## src/rtl/fu_issue_scheduler.sv

```systemverilog
// In-order single-issue scheduler feeding four functional units, with a
// scalar/matrix register scoreboard and a halt sequence that drains every FU.
module fu_issue_scheduler #(
  parameter int PW = 64
) (
  input  logic            CLK,
  input  logic            RST,
  input  logic            d_valid,
  output logic            d_ready,
  input  logic [1:0]      d_fu,
  input  logic            d_halt,
  input  logic            d_s_we,
  input  logic [4:0]      d_s_rd,
  input  logic [4:0]      d_s_rs1,
  input  logic [4:0]      d_s_rs2,
  input  logic [1:0]      d_s_use,
  input  logic            d_m_we,
  input  logic [3:0]      d_m_rd,
  input  logic [3:0]      d_m_rs1,
  input  logic [3:0]      d_m_rs2,
  input  logic [3:0]      d_m_rs3,
  input  logic [2:0]      d_m_use,
  input  logic [PW-1:0]   d_payload,
  output logic [3:0]      iss_valid,
  input  logic [3:0]      iss_ready,
  output logic [4*PW-1:0] iss_payload,
  input  logic [3:0]      wb_valid,
  output logic [3:0]      fu_busy,
  output logic            halted,
  output logic [1:0]      dbg_state
);

  // Handshakes: the decode side transfers when d_valid && d_ready (d_ready is
  // only ever high together with d_valid); FU f transfers on an edge with
  // iss_valid[f] && iss_ready[f]; iss_valid/iss_payload hold until then.

  typedef enum logic [1:0] {
    RUN    = 2'd0,
    DRAIN  = 2'd1,
    HALTED = 2'd2
  } state_t;

  state_t          state_q, state_d;
  logic [3:0]      busy_q, pend_q;
  logic [31:0]     s_busy_q;
  logic [15:0]     m_busy_q;
  logic            dst_s_we_q [4];
  logic [4:0]      dst_s_rd_q [4];
  logic            dst_m_we_q [4];
  logic [3:0]      dst_m_rd_q [4];
  logic [PW-1:0]   pl_q [4];

  logic            raw, waw, nonhalt_ok, accept;
  logic [3:0]      acc_fu, wb_ok, hs;
  logic [31:0]     s_clr, s_set;
  logic [15:0]     m_clr, m_set;

  assign raw = (d_s_use[0] && s_busy_q[d_s_rs1]) ||
               (d_s_use[1] && s_busy_q[d_s_rs2]) ||
               (d_m_use[0] && m_busy_q[d_m_rs1]) ||
               (d_m_use[1] && m_busy_q[d_m_rs2]) ||
               (d_m_use[2] && m_busy_q[d_m_rs3]);
  assign waw = (d_s_we && s_busy_q[d_s_rd]) || (d_m_we && m_busy_q[d_m_rd]);
  assign nonhalt_ok = !busy_q[d_fu] && !raw && !waw;

  // Halt is taken regardless of hazards; the drain happens afterwards.
  assign d_ready = !RST && (state_q == RUN) && d_valid && (d_halt || nonhalt_ok);
  assign accept  = d_ready && !d_halt;
  assign acc_fu  = accept ? (4'b0001 << d_fu) : 4'b0000;

  // Completions count only once the FU has actually taken the instruction.
  assign wb_ok = wb_valid & busy_q & ~pend_q;
  assign hs    = pend_q & iss_ready;

  always_comb begin
    s_clr = '0;
    m_clr = '0;
    for (int f = 0; f < 4; f++) begin
      if (wb_ok[f]) begin
        if (dst_s_we_q[f]) s_clr[dst_s_rd_q[f]] = 1'b1;
        if (dst_m_we_q[f]) m_clr[dst_m_rd_q[f]] = 1'b1;
      end
    end
  end

  assign s_set = (accept && d_s_we) ? (32'd1 << d_s_rd) : 32'd0;
  assign m_set = (accept && d_m_we) ? (16'd1 << d_m_rd) : 16'd0;

  always_comb begin
    state_d = state_q;
    case (state_q)
      RUN:     if (d_ready && d_halt) state_d = DRAIN;
      DRAIN:   if ((busy_q & ~wb_ok) == 4'd0) state_d = HALTED;
      default: state_d = HALTED;
    endcase
  end

  always_ff @(posedge CLK or posedge RST) begin
    if (RST) begin
      state_q  <= RUN;
      busy_q   <= '0;
      pend_q   <= '0;
      s_busy_q <= '0;
      m_busy_q <= '0;
      for (int f = 0; f < 4; f++) begin
        dst_s_we_q[f] <= 1'b0;
        dst_s_rd_q[f] <= '0;
        dst_m_we_q[f] <= 1'b0;
        dst_m_rd_q[f] <= '0;
        pl_q[f]       <= '0;
      end
    end else begin
      state_q  <= state_d;
      busy_q   <= (busy_q & ~wb_ok) | acc_fu;
      pend_q   <= (pend_q & ~hs) | acc_fu;
      // x0 is never tracked, so its bit is forced clear every cycle.
      s_busy_q <= ((s_busy_q & ~s_clr) | s_set) & ~32'd1;
      m_busy_q <= (m_busy_q & ~m_clr) | m_set;
      for (int f = 0; f < 4; f++) begin
        if (acc_fu[f]) begin
          dst_s_we_q[f] <= d_s_we;
          dst_s_rd_q[f] <= d_s_rd;
          dst_m_we_q[f] <= d_m_we;
          dst_m_rd_q[f] <= d_m_rd;
          pl_q[f]       <= d_payload;
        end
      end
    end
  end

  always_comb begin
    for (int f = 0; f < 4; f++) iss_payload[f*PW +: PW] = pl_q[f];
  end

  assign iss_valid = pend_q;
  assign fu_busy   = busy_q;
  assign halted    = (state_q == HALTED);
  assign dbg_state = state_q;

endmodule

```

## config.mk

```make
export PLATFORM = sky130hd
export DESIGN_NAME = fu_issue_scheduler
export DESIGN_NICKNAME = d
export VERILOG_FILES = /design/src/rtl/fu_issue_scheduler.sv
export SDC_FILE = /design/constraint.sdc
export NUM_CORES = 1
export LEC_CHECK = 0
export CAP_MARGIN = 20
export CELL_PAD_IN_SITES_DETAIL_PLACEMENT = 2
export CELL_PAD_IN_SITES_GLOBAL_PLACEMENT = 2
export CORE_MARGIN = 2
export CORE_UTILIZATION = 34
export DETAILED_ROUTE_END_ITERATION = 8
export PLACE_DENSITY = 0.8
export SLEW_MARGIN = 20
export SYNTH_ARGS = -nofsm -noshare
export SYNTH_HDL_FRONTEND = slang
export SYNTH_SLANG_ARGS = --single-unit
export TNS_END_PERCENT = 20
```

## constraint.sdc

```tcl
create_clock -name CLK -period 14.2 [get_ports CLK]
set_clock_uncertainty 0.05 [all_clocks]
set_input_delay 2.13 -clock CLK [delete_from_list [all_inputs] [get_ports CLK]]
set_output_delay 2.13 -clock CLK [all_outputs]
set_load 0.005 [all_outputs]
```

# == Word level (Yosys, flattened, before mapping) ==
# Index checks and enable logic that the tools add are counted.
# totals
register_bits,357
latchBits,0
ram_bits,0
romBits,0
in_bits,116
output_inout_bits,268
wordCells,170
n_memories,0
# op_classes
n_addsub,0
mul,0
n_div,0
n_lt_le_gt_ge,24
eq_ne,4
shift,3
n_mux,54
n_bitwise,22
reduce_logical,38
# ops
operator,count
$mux W32,9
$mux W16,9
$or A32 B32 Y32,4
$or A16 B16 Y16,4
$lt A5 B6 Y1 const B,7
$lt A4 B5 Y1 const B,8
$and A32 B32 Y32,1
$not A32 Y32,1
$shl A1 B5 Y32 const A,1
$logic_and A1 B1 Y1,24
$and A4 B4 Y4,5
$demux W1 S5,4
$ge A5 B1 Y1 const B,4
$and A16 B16 Y16,1
$bmux W1 S4,4
$demux W1 S4,4
$ge A4 B1 Y1 const B,4
$mux W1,16
$not A16 Y16,1
$shl A1 B4 Y16 const A,1
$bmux W1 S5,3
$not A4 Y4,3
$or A4 B4 Y4,2
$logic_or A1 B1 Y1,6
other kinds (14),19

# == Logic depth before layout (Yosys ltp) ==
# logic_depth
depth_word,18
mapped_depth,12
ltp_nobuf,7

# == Least setup slack after synthesis ==
# OpenSTA, ideal clock, no wires.
# synth_path
path_kind,input to output
from,in RST
to,out d_ready
arrival_ns,10.740
t_required_ns,12.020
setup_slack_ns,1.280
path_stages,4
n_path_buf,1
path_cell_list,inv_1 > nand3_1 > clkbuf_1 > a21oi_1
# synth_via
elab_chain_cells,4
# synth_lines
element,line,source
from (decl),7,"input logic RST,"
$logic_not A1 Y1 (no line),n/a,
$logic_and A1 B1 Y1 (3 in series),67,assign d_ready = !RST && (state_q == RUN) && d_valid && (d_halt || nonhalt_ok);
to (decl),9,"output logic d_ready,"
# Every way passes these cells.

# == Final worst setup path ==
# layout_path
from,in d_s_rd[0]
to,out d_ready
# layout_via
elab_chain_cells,8
# layout_lines
element,line,source
from (decl),13,"input logic [4:0] d_s_rd,"
$bmux W1 S5,63,assign waw = (d_s_we && s_busy_q[d_s_rd]) || (d_m_we && m_busy_q[d_m_rd]);
$mux W1 (not written as such),63,
$logic_and A1 B1 Y1,63,
$logic_or A1 B1 Y1,63,
$logic_not A1 Y1,64,assign nonhalt_ok = !busy_q[d_fu] && !raw && !waw;
$logic_and A1 B1 Y1,64,
$logic_or A1 B1 Y1,67,
$logic_and A1 B1 Y1,67,
# Every way passes these cells. The select of a mux whose other input is x is not followed.

==> flow_metrics.env <==
export IMPL_setup_tns_ns=0
export IMPL_worstSetupStartpointType="primary input"
export IMPL_syn_num_nets=1406
export IMPL_rrSetupSlack_ns=10.01
export IMPL_drt_total_wl_mm=69.4
export IMPL_cts_hold_buffers=0
export IMPL_path_class="primary input to primary output"
export IMPL_synth_top_cell_area_share_pct=53.7
export IMPL_track_usage_pct=27.6
export IMPL_ys_ff_latch=357
export IMPL_clkLatencyLatePin_ns=0.56
export IMPL_setup_viol=0
export IMPL_worstPathMaxFanout=20
export IMPL_worstHoldPathType="flop to flop"
export IMPL_status="completed"
export IMPL_synth_area_um2=16600
export IMPL_nNetsFinal=1771
export IMPL_period_needed_ns=8.01
export IMPL_avgRoutedWirePerCell_um=30.0
export IMPL_worstPathRequired_ns=12.02
export IMPL_cts_root_buf="clkbuf_16"
export IMPL_design_core_area_um2=48600
export IMPL_critPathCaptureType="primary output"
export IMPL_post_cts_resize_count=0
export IMPL_fp_dieW_um=225
export IMPL_ys_warn_count=0
export IMPL_cts_made_buffers=41
export IMPL_max_cap_violations=0
export IMPL_postCtsSetupRepairBufs=0
export IMPL_final_common_cell="clkdlybuf4s50_1"
export IMPL_via_per_inst=5.57
export IMPL_ys_types=57
export IMPL_clock_tree_htree_level_count=2
export IMPL_path_clk_slew_ns=0.06
export IMPL_ant_nets=0
export IMPL_gp_congestion=0.879
export IMPL_rsz0062_at_grt="no"
export IMPL_fillers=4748
export IMPL_tightest_slew_ns=1.13
export IMPL_synth_cells=1290
export IMPL_grt_pass1_vias=14700
export IMPL_synthTopCellsByArea="dfrtp_1 54%, mux2_2 13%, mux2_1 7.5%"
export IMPL_arrival_ns=5.83
export IMPL_dpl_instance_area_um2=20900
export IMPL_portBuffers=383
export IMPL_min_period_over_period_pct=56.4
export IMPL_drcViolationCount=0
export IMPL_drive_gt1_share_pct=18.2
export IMPL_start_util_pct=34.2
export IMPL_firstDrtPassIters=5
export IMPL_yosysTopAreaCell="dfrtp_1"
export IMPL_synth_ff_type="dfrtp_1"
export IMPL_grt_overflow_total=0
export IMPL_layout_common_cells="383 x clkdlybuf4s50_1, 357 x dfrtp_1, 194 x mux2_2"
export IMPL_p_leak_nw=10.1
export IMPL_synth_avg_cell_area_um2=12.9
export IMPL_ir_drop_v=0.0000941
export IMPL_numClockSinks=357
export IMPL_startpoint="d_s_rd[0]"
export IMPL_layout_cells_non_filler=2312
export IMPL_num_io_pins=384
export IMPL_slew_headroom_pct=23.9
export IMPL_dieHeight_um=225
export IMPL_ys_seq_area_share_pct=53.7
export IMPL_ys_async_sr_fraction_pct=100
export IMPL_grt_pass1_wl_mm=104
export IMPL_fmax_mhz=125
export IMPL_slew_violations=0
export IMPL_die_area_um2=50700
export IMPL_initialDrtViolationCount=570
export IMPL_design_area_um2=22300
export IMPL_clockBufferDepth=3
export IMPL_hpwl_mm=48.4
export IMPL_dp_cells=2233
export IMPL_finalHoldViolations=0
export IMPL_hp_start="iss_payload[197]"
export IMPL_synth_edf_count=0
export IMPL_cts_tree="yes"
export IMPL_num_rows=81
export IMPL_r2r_start="s_busy_q[7]"
export IMPL_grt_max_degree=76
export IMPL_antenna_found_initial=12
export IMPL_area_growth_syn_to_layout_pct=33.8
export IMPL_vias=12900
export IMPL_power_density_nw_per_um2=99.4
[critical path, cell delays in order]
cell	delay (ns)
clkdlybuf4s50_1	1.10
mux4_2	0.59
and2_1	0.17
o32ai_1	0.48
nor4_2	0.14
nor4_4	0.34
nand2_1	0.13
a21oi_1	0.19
clkdlybuf4s50_1	0.55
[cells in the mapped netlist (all sizes together), types with 16 or more instances]
library cell / instances
a21oi: 18
a22oi: 45
buf: 42
clkbuf: 33
dfrtp: 357
inv: 18
mux2: 305
mux2i: 38
mux4: 21
nand2: 110
nand2b: 16
nand3: 19
nor2: 37
nor3b: 22
o2111ai: 33
o21ai: 38
o41ai: 17
[per-layer routing]
metal	vias to the layer above	GRT usage, %	routed length [um]
li1	5534	-	-
met1	6823	33.6	27800
met2	409	47.0	34400
met3	104	9.24	5450
met4	12	7.35	1660
met5	-	0	78
[where the power goes]
group                  switching [mW]  internal, mW  total [mW]
clock                           0.452         0.632        1.08
sequential     0.00000000000000000851          1.02        1.02
combinational                  0.0670        0.0430       0.110
[path summary, 6_finish.rpt]
| path | to | depth (start not counted) |
|---|---|---|
| worst max-delay path | d_ready | 9 |
| worst min-delay path | iss_payload[197] | 1 |
| worst max register to register | iss_payload[252] | 8 |
| worst min register to register | iss_payload[197] | 1 |
| max in group asynchronous | dst_m_rd_q[7] | 5 |
| min in group asynchronous | iss_payload[162] | 2 |
[registers in the layout, indices dropped and copies added (netlist names)]
| name | cells |
|---|---|
| dbg_state | 2 |
| dst_m_rd_q | 16 |
| dst_m_we_q | 4 |
| dst_s_rd_q | 20 |
| dst_s_we_q | 4 |
| fu_busy | 4 |
| iss_payload | 256 |
| iss_valid | 4 |
| m_busy_q | 16 |
| s_busy_q | 31 |
[cells by family after synthesis]
group	count (synthesis)	share of synthesized area (%)
muxes	364	25.8
buffers and inverters	93	3.25
DFF	357	53.7
and+or+nand+nor	293	9.34
AOI/OAI and AO/OA	183	7.91
[area by class of cell]
cell class / count / area, um2 / area share (%)
clock buffer: 57 / 1180 / 5.28
inverter: 18 / 75.1 / 0.337
antenna: 6 / 15.0 / 0.0675
sequential: 357 / 8930 / 40.1
tap: 622 / 778 / 3.50
timing repair buffer: 397 / 3950 / 17.8
clock inverter: 15 / 160 / 0.720
multi-input combinational: 840 / 7170 / 32.2
[through the flow]
step	setup slack (ns)	utilization (%)	hold WS [ns]	total power, mW
global route	5.96	45.7	0.453	2.28
global placement	6.25	42.9	0.411	1.14
CTS	6.15	45.7	0.444	2.23
floorplan	1.28	-	0.401	1.08
detailed placement	6.13	42.9	0.422	1.15
finish	6.19	45.7	0.440	2.21
Power figures use the tool's default switching activity.
